## src/rtl/led_p_pkg.sv

```systemverilog
// -----------------------------------------------------------------------------
// led_p_pkg
// Shared definitions for the PWM/blink LED peripheral: the register map.
// Addresses are plain integers; each user casts them to its own address width.
// -----------------------------------------------------------------------------
package led_p_pkg;

   localparam int unsigned LED_VAL_A      = 0;  // static on/off per LED
   localparam int unsigned LED_PWM_A      = 1;  // 1 = LED gated by PWM
   localparam int unsigned LED_BLINK_A    = 2;  // 1 = LED gated by blink phase
   localparam int unsigned PWM_DUTY_A     = 3;  // global PWM duty
   localparam int unsigned BLINK_DIV_A    = 4;  // blink half-period in clk cycles
   localparam int unsigned STATUS_A       = 5;  // read-only {phase, pwm_cnt}
   localparam int unsigned SCRATCH_BASE_A = 6;  // first full-width scratch register

endpackage

```

## src/rtl/led_pwm_gen.sv

```systemverilog
// -----------------------------------------------------------------------------
// led_pwm_gen
// Timing generator for the LED peripheral: a free-running PWM counter with a
// duty comparator, and a blink divider producing a square-wave phase.
//
// Ports
//   clk      in   rising-edge clock
//   rst      in   synchronous reset, active-low
//   duty     in   PWM_W   global PWM duty
//   div      in   DIV_W   blink half-period in clk cycles (0 = no blinking)
//   div_wr   in   1       divider register is being written this cycle
//   pwm_on   out  1       pwm_cnt < duty
//   phase    out  1       blink phase, 1 = LEDs on
//   pwm_cnt  out  PWM_W   current PWM counter value
// -----------------------------------------------------------------------------
module led_pwm_gen
   import led_p_pkg::*;
#(
   parameter int PWM_W = 8,
   parameter int DIV_W = 16
) (
   input  logic             clk,
   input  logic             rst,
   input  logic [PWM_W-1:0] duty,
   input  logic [DIV_W-1:0] div,
   input  logic             div_wr,
   output logic             pwm_on,
   output logic             phase,
   output logic [PWM_W-1:0] pwm_cnt
);

   logic [DIV_W-1:0] blink_cnt;

   // Free-running counter; wraps naturally at 2**PWM_W. Writes never touch it.
   always_ff @(posedge clk) begin
      if (!rst) begin
         pwm_cnt <= '0;
      end else begin
         pwm_cnt <= pwm_cnt + PWM_W'(1);
      end
   end

   // Strict compare: duty 0 is always off, the top duty leaves one off slot.
   assign pwm_on = (pwm_cnt < duty);

   // A divider write restarts the blink period with the LEDs on, and takes
   // priority over a wrap landing on the same edge. The >= compare keeps the
   // counter bounded even if it were ever above a new, smaller divider.
   always_ff @(posedge clk) begin
      if (!rst) begin
         blink_cnt <= '0;
         phase     <= 1'b1;
      end else if (div_wr) begin
         blink_cnt <= '0;
         phase     <= 1'b1;
      end else if (div == '0) begin
         blink_cnt <= '0;
         phase     <= 1'b1;
      end else if (blink_cnt >= div - DIV_W'(1)) begin
         blink_cnt <= '0;
         phase     <= ~phase;
      end else begin
         blink_cnt <= blink_cnt + DIV_W'(1);
      end
   end

endmodule

```

## src/rtl/led_pwm_p.sv

```systemverilog
// -----------------------------------------------------------------------------
// led_pwm_p
// Memory-mapped LED peripheral with per-LED static value, PWM dimming and
// blinking. Holds the register file, the registered read port and the LED
// output flop; timing comes from led_pwm_gen.
//
// Ports
//   clk    in   rising-edge clock
//   rst    in   synchronous reset, active-low (0 = reset)
//   wea    in   1        write enable for addra/dina
//   addra  in   ADDR_W   register address
//   dina   in   DATA_W   write data
//   douta  out  DATA_W   registered read data (1-cycle latency, old value on
//                        read-during-write)
//   led    out  NUM_LED  registered LED drive, 1 = on
// -----------------------------------------------------------------------------
module led_pwm_p
   import led_p_pkg::*;
#(
   parameter int NUM_LED = 8,
   parameter int DATA_W  = 32,
   parameter int ADDR_W  = 4,
   parameter int PWM_W   = 8,
   parameter int DIV_W   = 16
) (
   input  logic               clk,
   input  logic               rst,
   input  logic               wea,
   input  logic [ADDR_W-1:0]  addra,
   input  logic [DATA_W-1:0]  dina,
   output logic [DATA_W-1:0]  douta,
   output logic [NUM_LED-1:0] led
);

   localparam int NUM_REG = 2 ** ADDR_W;

   localparam logic [ADDR_W-1:0] A_VAL    = ADDR_W'(LED_VAL_A);
   localparam logic [ADDR_W-1:0] A_PWM    = ADDR_W'(LED_PWM_A);
   localparam logic [ADDR_W-1:0] A_BLINK  = ADDR_W'(LED_BLINK_A);
   localparam logic [ADDR_W-1:0] A_DUTY   = ADDR_W'(PWM_DUTY_A);
   localparam logic [ADDR_W-1:0] A_DIV    = ADDR_W'(BLINK_DIV_A);
   localparam logic [ADDR_W-1:0] A_STATUS = ADDR_W'(STATUS_A);

   logic [DATA_W-1:0]  regs [NUM_REG];
   logic [DATA_W-1:0]  status_word;
   logic [DATA_W-1:0]  rd_word;
   logic [NUM_LED-1:0] led_next;
   logic               pwm_on;
   logic               phase;
   logic [PWM_W-1:0]   pwm_cnt;
   logic               div_wr;

   // Mask with the low n bits set; works for any n up to DATA_W.
   function automatic logic [DATA_W-1:0] low_mask(input int n);
      logic [DATA_W-1:0] m;
      m = '0;
      for (int i = 0; i < DATA_W; i++) begin
         m[i] = (i < n);
      end
      return m;
   endfunction

   // Bits each register actually stores. Masking on write means reads need
   // no further masking.
   function automatic logic [DATA_W-1:0] field_mask(input logic [ADDR_W-1:0] a);
      if (a == A_VAL || a == A_PWM || a == A_BLINK) begin
         return low_mask(NUM_LED);
      end else if (a == A_DUTY) begin
         return low_mask(PWM_W);
      end else if (a == A_DIV) begin
         return low_mask(DIV_W);
      end else if (a == A_STATUS) begin
         return '0;
      end else begin
         return '1;
      end
   endfunction

   // Register file. STATUS is never written; its slot stays at reset value.
   always_ff @(posedge clk) begin
      if (!rst) begin
         for (int i = 0; i < NUM_REG; i++) begin
            regs[i] <= '0;
         end
      end else if (wea && addra != A_STATUS) begin
         regs[addra] <= dina & field_mask(addra);
      end
   end

   // The divider register changes on this same edge; the generator sees the
   // strobe and restarts rather than acting on the old divider value.
   assign div_wr = wea && (addra == A_DIV);

   led_pwm_gen #(
      .PWM_W (PWM_W),
      .DIV_W (DIV_W)
   ) u_gen (
      .clk     (clk),
      .rst     (rst),
      .duty    (regs[A_DUTY][PWM_W-1:0]),
      .div     (regs[A_DIV][DIV_W-1:0]),
      .div_wr  (div_wr),
      .pwm_on  (pwm_on),
      .phase   (phase),
      .pwm_cnt (pwm_cnt)
   );

   always_comb begin
      status_word              = '0;
      status_word[PWM_W-1:0]   = pwm_cnt;
      status_word[PWM_W]       = phase;
   end

   always_comb begin
      rd_word = regs[addra];
      if (addra == A_STATUS) begin
         rd_word = status_word;
      end
   end

   // Each enable bit selects whether its gate applies to that LED.
   assign led_next = regs[A_VAL][NUM_LED-1:0]
                   & (~regs[A_PWM][NUM_LED-1:0]   | {NUM_LED{pwm_on}})
                   & (~regs[A_BLINK][NUM_LED-1:0] | {NUM_LED{phase}});

   // Read port and LED drive are sampled from pre-edge register contents,
   // which gives old-data read-during-write and a two-edge write-to-LED path.
   always_ff @(posedge clk) begin
      if (!rst) begin
         douta <= '0;
         led   <= '0;
      end else begin
         douta <= rd_word;
         led   <= led_next;
      end
   end

endmodule
```

## config.mk

```make
export PLATFORM = sky130hd
export DESIGN_NAME = led_pwm_p
export DESIGN_NICKNAME = d
export VERILOG_FILES = /design/src/rtl/led_p_pkg.sv /design/src/rtl/led_pwm_gen.sv /design/src/rtl/led_pwm_p.sv
export SDC_FILE = /design/constraint.sdc
export NUM_CORES = 1
export LEC_CHECK = 0
export ABC_AREA = 1
export CORE_MARGIN = 3
export CORE_UTILIZATION = 56
export CTS_BUF_LIST = sky130_fd_sc_hd__clkbuf_4 sky130_fd_sc_hd__clkbuf_8 sky130_fd_sc_hd__clkbuf_16
export CTS_CLUSTER_SIZE = 28
export DETAILED_ROUTE_END_ITERATION = 7
export PLACE_DENSITY = 0.75
export SLEW_MARGIN = 20
export SYNTH_ARGS = -nofsm -noshare
export SYNTH_HDL_FRONTEND = slang
export SYNTH_HIERARCHICAL = 1
export SYNTH_SLANG_ARGS = --single-unit
```

## constraint.sdc

```tcl
create_clock -name clk -period 3 [get_ports clk]
set_clock_uncertainty 0.05 [all_clocks]
set_input_delay 0.75 -clock clk [delete_from_list [all_inputs] [get_ports clk]]
set_output_delay 0.75 -clock clk [all_outputs]
set_load 0.02 [all_outputs]
```

# After elaboration in Yosys (flattened, before gate mapping)
# Memories as Yosys holds them, arrays and structs flattened.
# Cells that the tools add are included.
[classes]
add_sub_neg = 3
order_cmp = 2
eq_ne = 6
n_mux = 14
n_bitwise = 9
reduce_logical = 10
[op_table]
columns = ["operator", "n"]
rows = [
  ["$mux 32", 7],
  ["$and 32x32->32", 1],
  ["$reduce_or 32->1", 1],
  ["$add 16x1->16 const B", 1],
  ["$and 8x8->8", 2],
  ["$ge 16x16->1", 1],
  ["$logic_not 16->1", 1],
  ["$not 8->8", 2],
  ["$or 8x8->8", 2],
  ["$sub 16x1->16 const B", 1],
  ["$mux 9", 1],
  ["$add 8x1->8 const B", 1],
  ["$eq 4x2->1 const B", 2],
  ["$eq 4x3->1 const B", 2],
  ["$lt 8x8->1", 1],
  ["$mux 1", 5],
  ["$eq 4x1->1 const B", 1],
  ["$logic_not 4->1", 1],
  ["$mux 4", 1],
  ["$ne 4x3->1 const B", 1],
  ["$reduce_or 4->1", 1],
  ["$reduce_or 3->1", 1],
  ["$logic_and 1x1->1", 2],
  ["$logic_or 1x1->1", 2],
  ["2 further kinds", 3],
]
[word_totals]
ff_bits = 65
ram_bits = 512
wordCells = 51
n_memories = 1
[memory_table]
columns = ["memory", "depth", "word_bits", "rd", "rd_clocked_by_memory_dff", "wr", "line", "rtl"]
rows = [
  ["regs", 16, 32, 6, 0, 16, "led_pwm_p.sv:44", "logic [DATA_W-1:0] regs [NUM_REG];"],
]

# Depth between registers and ports, before layout
[logic_depth]
ltp_word = 9
depth_mapped = 18
depth_no_buf = 18

# Hierarchy
# Netlist, hierarchy kept.
[modules_own_cells]
columns = ["mod", "n_inst", "cells_each", "area_each_um2", "seq_area_each_um2"]
rows = [
  ["led_pwm_p", 1, 2330, 23197.2, 16085.4],
  ["led_pwm_gen", 1, 297, 2059.5, 500.5],
]

# Worst setup path before layout
# Ideal clock, no wire load.
[synth_path]
kind = "input-to-reg"
startpoint = "input port addra[0]"
endpoint = "memory regs[10][0], enable pin"
setup_time_ns = 0.389
t_arrival_ns = 2.567
slack_ns = -0.007
cell_stages = 12
cell_sequence = "buf_2 > inv_2 > nor2_4 > nand2_2 > buf_4 > nand2_4 > nor2_8 > nand2_1 > inv_2 > nand2_2 > buf_2 > nand2_1"
[synth_lines]
columns = ["element", "line", "rtl"]
rows = [
  ["start, declared", "led_pwm_p.sv:29", "input logic [ADDR_W-1:0] addra,"],
  ["end, declared", "led_pwm_p.sv:44", ""],
]

==> results.md <==
- Status: completed
- Comb power frac: 9.3%
- Async S/R FF share, synth: 0%
- Syn Std Cell Area: 0.0253 mm²
- Cell area power density: 604 mW/mm²
- CP peak stage delay: 430 ps
- Worst-path fanout max: 8
- Starting DRT DRC Count: 2356
- Cells after Synth: 2627
- Top cells by count, synth: nand2_1 (1021), edfxtp_1 (509), nor2_1 (484)
- RePlAce Congestion: 0.978
- Net Switching: 4320 µW
- GRT overflow: 0
- Clock sink total: 574
- CP Launch Type: register
- Nets: 2917
- Max VDD drop: 517 µV
- Ys Warns: 6
- Sequential share of the synthesized area: 65.7%
- Non-Filler Instances: 3489
- Routed vias/inst: 5.43
- Slowest stage cell, crit path: edfxtp_1
- CTS buffer count: 56
- Fraction of layout cells with a size suffix above 1: 7.90%
- Sw frac: 24.3%
- Port buffer count: 78
- Initial Util: 56.9%
- Crit path time final: 2720 ps
- Final hold violation count: 0
- Row count: 77
- Max-slew violation count: 0
- Clock Path Buffers: 3
- DP Cell Count: 3384
- Leakage power: 0.0122 µW
- Global-route wire length before repair: 101000 µm
- Placement Setup Slack: 103 ps
- Largest cells by area after synthesis: edfxtp_1 (61%), nand2_1 (15%), nor2_1 (7.2%)
- Least-Margin Pin Slew: 774 ps
- CTS hold repair buffers: 0
- Critical path class: register to register
- Largest net degree at the start of global routing: 140
- Sequential share of power: 52.8%
- Global Route Usage Sum: 27.6%
- Routed WL: 65600 µm
- Die Ht: 218 µm
- Number of global-route vias before repair: 18100
- Setup TNS: 0 ps
- Die area: 0.0477 mm²
- Root Driver: clkbuf_16
- Top FF cell, synth: edfxtp_1
- FMAX: 0.368 GHz
- Die Wd: 218 µm
- Mapped Avg Cell Area: 9.61 µm²
- Count leader, synth: nand2_1
- Post-route ant nets: 0
- Total power: 17800 µW
- Most frequent CP cell: nand2_1
- Final setup vio count: 0
- Worst slew margin: 48.4%
- TritonRoute pass-1 iters: 6
- Area leader, netlist: edfxtp_1
- Critical-path cell list: inv_1, ha_1, nand2_2, nor3_1, xor2_1, inv_1, ha_1, nand2_1, inv_1, nand2_1, nand2_1, nor2_1, nand2_1, nand2_1, nand3_4, nor2_2
- Fin worst setup slack: 281 ps
- Clock power frac: 38.0%
- Initial antenna violation count: 0
- Required @ worst endpoint: 3510 ps
- Io pins: 79
- Routed len/inst: 18.8 µm
- Tcrit/Tclk final: 90.6%
- # DRC: 0
- Path type of the worst min-delay path: register to register
- Seq cells post-synth: 574
- Dpl hpwl: 41900 µm
- Worst setup EP type: register
- R2R Setup Slk: 280 ps
- CTS H-Tree Depth: 2
- Max-Cap Viols: 0
- WP data arrival: 3220 ps
- CTS tree: done
- Minimum hold slack: 417 ps
- Reg clk slew, reported paths: 60 ps
- Int Pwr: 13400 µW
- Area growth, synth to finish: 16.5%
- Number of flops mapped to enable cells by yosys: 509
- Core footprint: 0.0444 mm²
- Clock latency on the worst-skew pair: 630 ps
- Yosys top cell area share: 60.5%
- Distinct cells, synth: 41
- Vias: 18900
- RSZ-0062 raised after global routing: false
- Number of diodes: 0
==> state kept, by name, summed over array words and instances (netlist names) <==
name	count
u_gen/pwm_cnt	8
u_gen/phase	1
led	8
regs	509
douta	32
u_gen/blink_cnt	16
==> cell families (layout without fill, tap and decap cells) <==
family	after synthesis	after routing	synth area share, %
AND/OR/NAND/NOR	1663	1664	25.9
flip-flops	574	574	65.7
buffers and inverters	226	355	3.80
AO/OA/AOI/OAI	111	111	2.37
adder cells (fa/ha/maj)	26	26	1.29
XOR/XNOR	26	26	0.902
other	1	141	0.0148
==> cells in the final DEF (no fill, tap or decap), types with 2 or more instances in the layout <==
master | synthesis | final
nor2_1 | 484 | 481
buf_4 | 5 | 64
dfxtp_1 | 65 | 65
ha_1 | 26 | 26
nand2_4 | 3 | 3
clkinv_2 | 0 | 10
xor2_1 | 16 | 16
clkinv_1 | 1 | 20
nor3_1 | 10 | 10
nand3_1 | 103 | 103
clkbuf_16 | 0 | 56
nor2_2 | 13 | 15
a21oi_1 | 52 | 52
o31ai_1 | 2 | 2
inv_2 | 10 | 7
inv_1 | 74 | 74
inv_4 | 1 | 2
nand2_1 | 1021 | 1018
o21ai_0 | 44 | 44
xnor2_1 | 10 | 10
nand4_1 | 7 | 7
nor2_4 | 1 | 2
clkbuf_4 | 0 | 13
conb_1 | 1 | 141
bufinv_16 | 0 | 2
buf_12 | 0 | 25
edfxtp_1 | 509 | 509
nand3_4 | 1 | 2
nand2_2 | 12 | 15
nor4_1 | 2 | 2
clkinv_16 | 0 | 2
o211ai_1 | 8 | 8
clkdlybuf4s50_1 | 0 | 76
==> stage by stage <==
stage | cell area [µm²] | util [%]
2_1_floorplan | 25800 | -
3_3_place_gp | 27600 | 62.3
3_5_place_dp | 27600 | 62.3
4_1_cts | 29400 | 66.2
5_1_grt | 29400 | 66.3
6_report | 29400 | 66.3
==> timing repair <==
action                                  CTS  global route
endpoints found under the setup margin    0            16
setup buffers                             0             1
resized for setup                         0             2
==> critical path, delay by kind of cell (launching register included) <==
family / cells / cell delay (ps)
AND/OR/NAND/NOR: 10 / 1270
adder cells (fa/ha/maj): 2 / 470
flip-flops: 1 / 430
buffers and inverters: 3 / 230
XOR/XNOR: 1 / 180
==> area by class of cell <==
type,instances,area [µm²]
Clock buffer,69,1500
Multi-Input combinational cell,1968,8270
Clock inverter,34,253
Tap cell,592,741
Timing Repair Buffer,166,1750
Sequential cell,574,16600
Inverter,86,330
Fill cell,3411,15000
==> final timing paths <==
| check | cells past startpoint | to | from |
|---|---|---|---|
| max | 16 | u_gen/blink_cnt[14]$_SDFF_PP0_ | regs[4][0]$_SDFFCE_PN0P_ |
| min | 1 | led[3]$_SDFF_PN0_ | regs[2][3]$_SDFFCE_PN0P_ |
| max reg2reg | 16 | u_gen/blink_cnt[14]$_SDFF_PP0_ | regs[4][0]$_SDFFCE_PN0P_ |
| min reg2reg | 1 | led[3]$_SDFF_PN0_ | regs[2][3]$_SDFFCE_PN0P_ |
==> layer usage <==
layer	GRT usage, %	share of wire [%]
met5	0	0
met1	39.4	41
met2	43.8	46
met3	4.23	10
met4	9.00	3.0
==> power by group through the flow <==
| stage | combinational, µW | sequential [µW] | clock (µW) |
|---|---|---|---|
| after detailed placement | 1610 | 9530 | 0 |
| final | 1650 | 9370 | 6740 |
| after global routing | 1800 | 9410 | 7130 |
| after CTS | 1620 | 9370 | 6790 |
| after global placement | 1580 | 9510 | 0 |
| after floorplan | 887 | 9550 | 0 |
(Power assumes the default switching activity.)
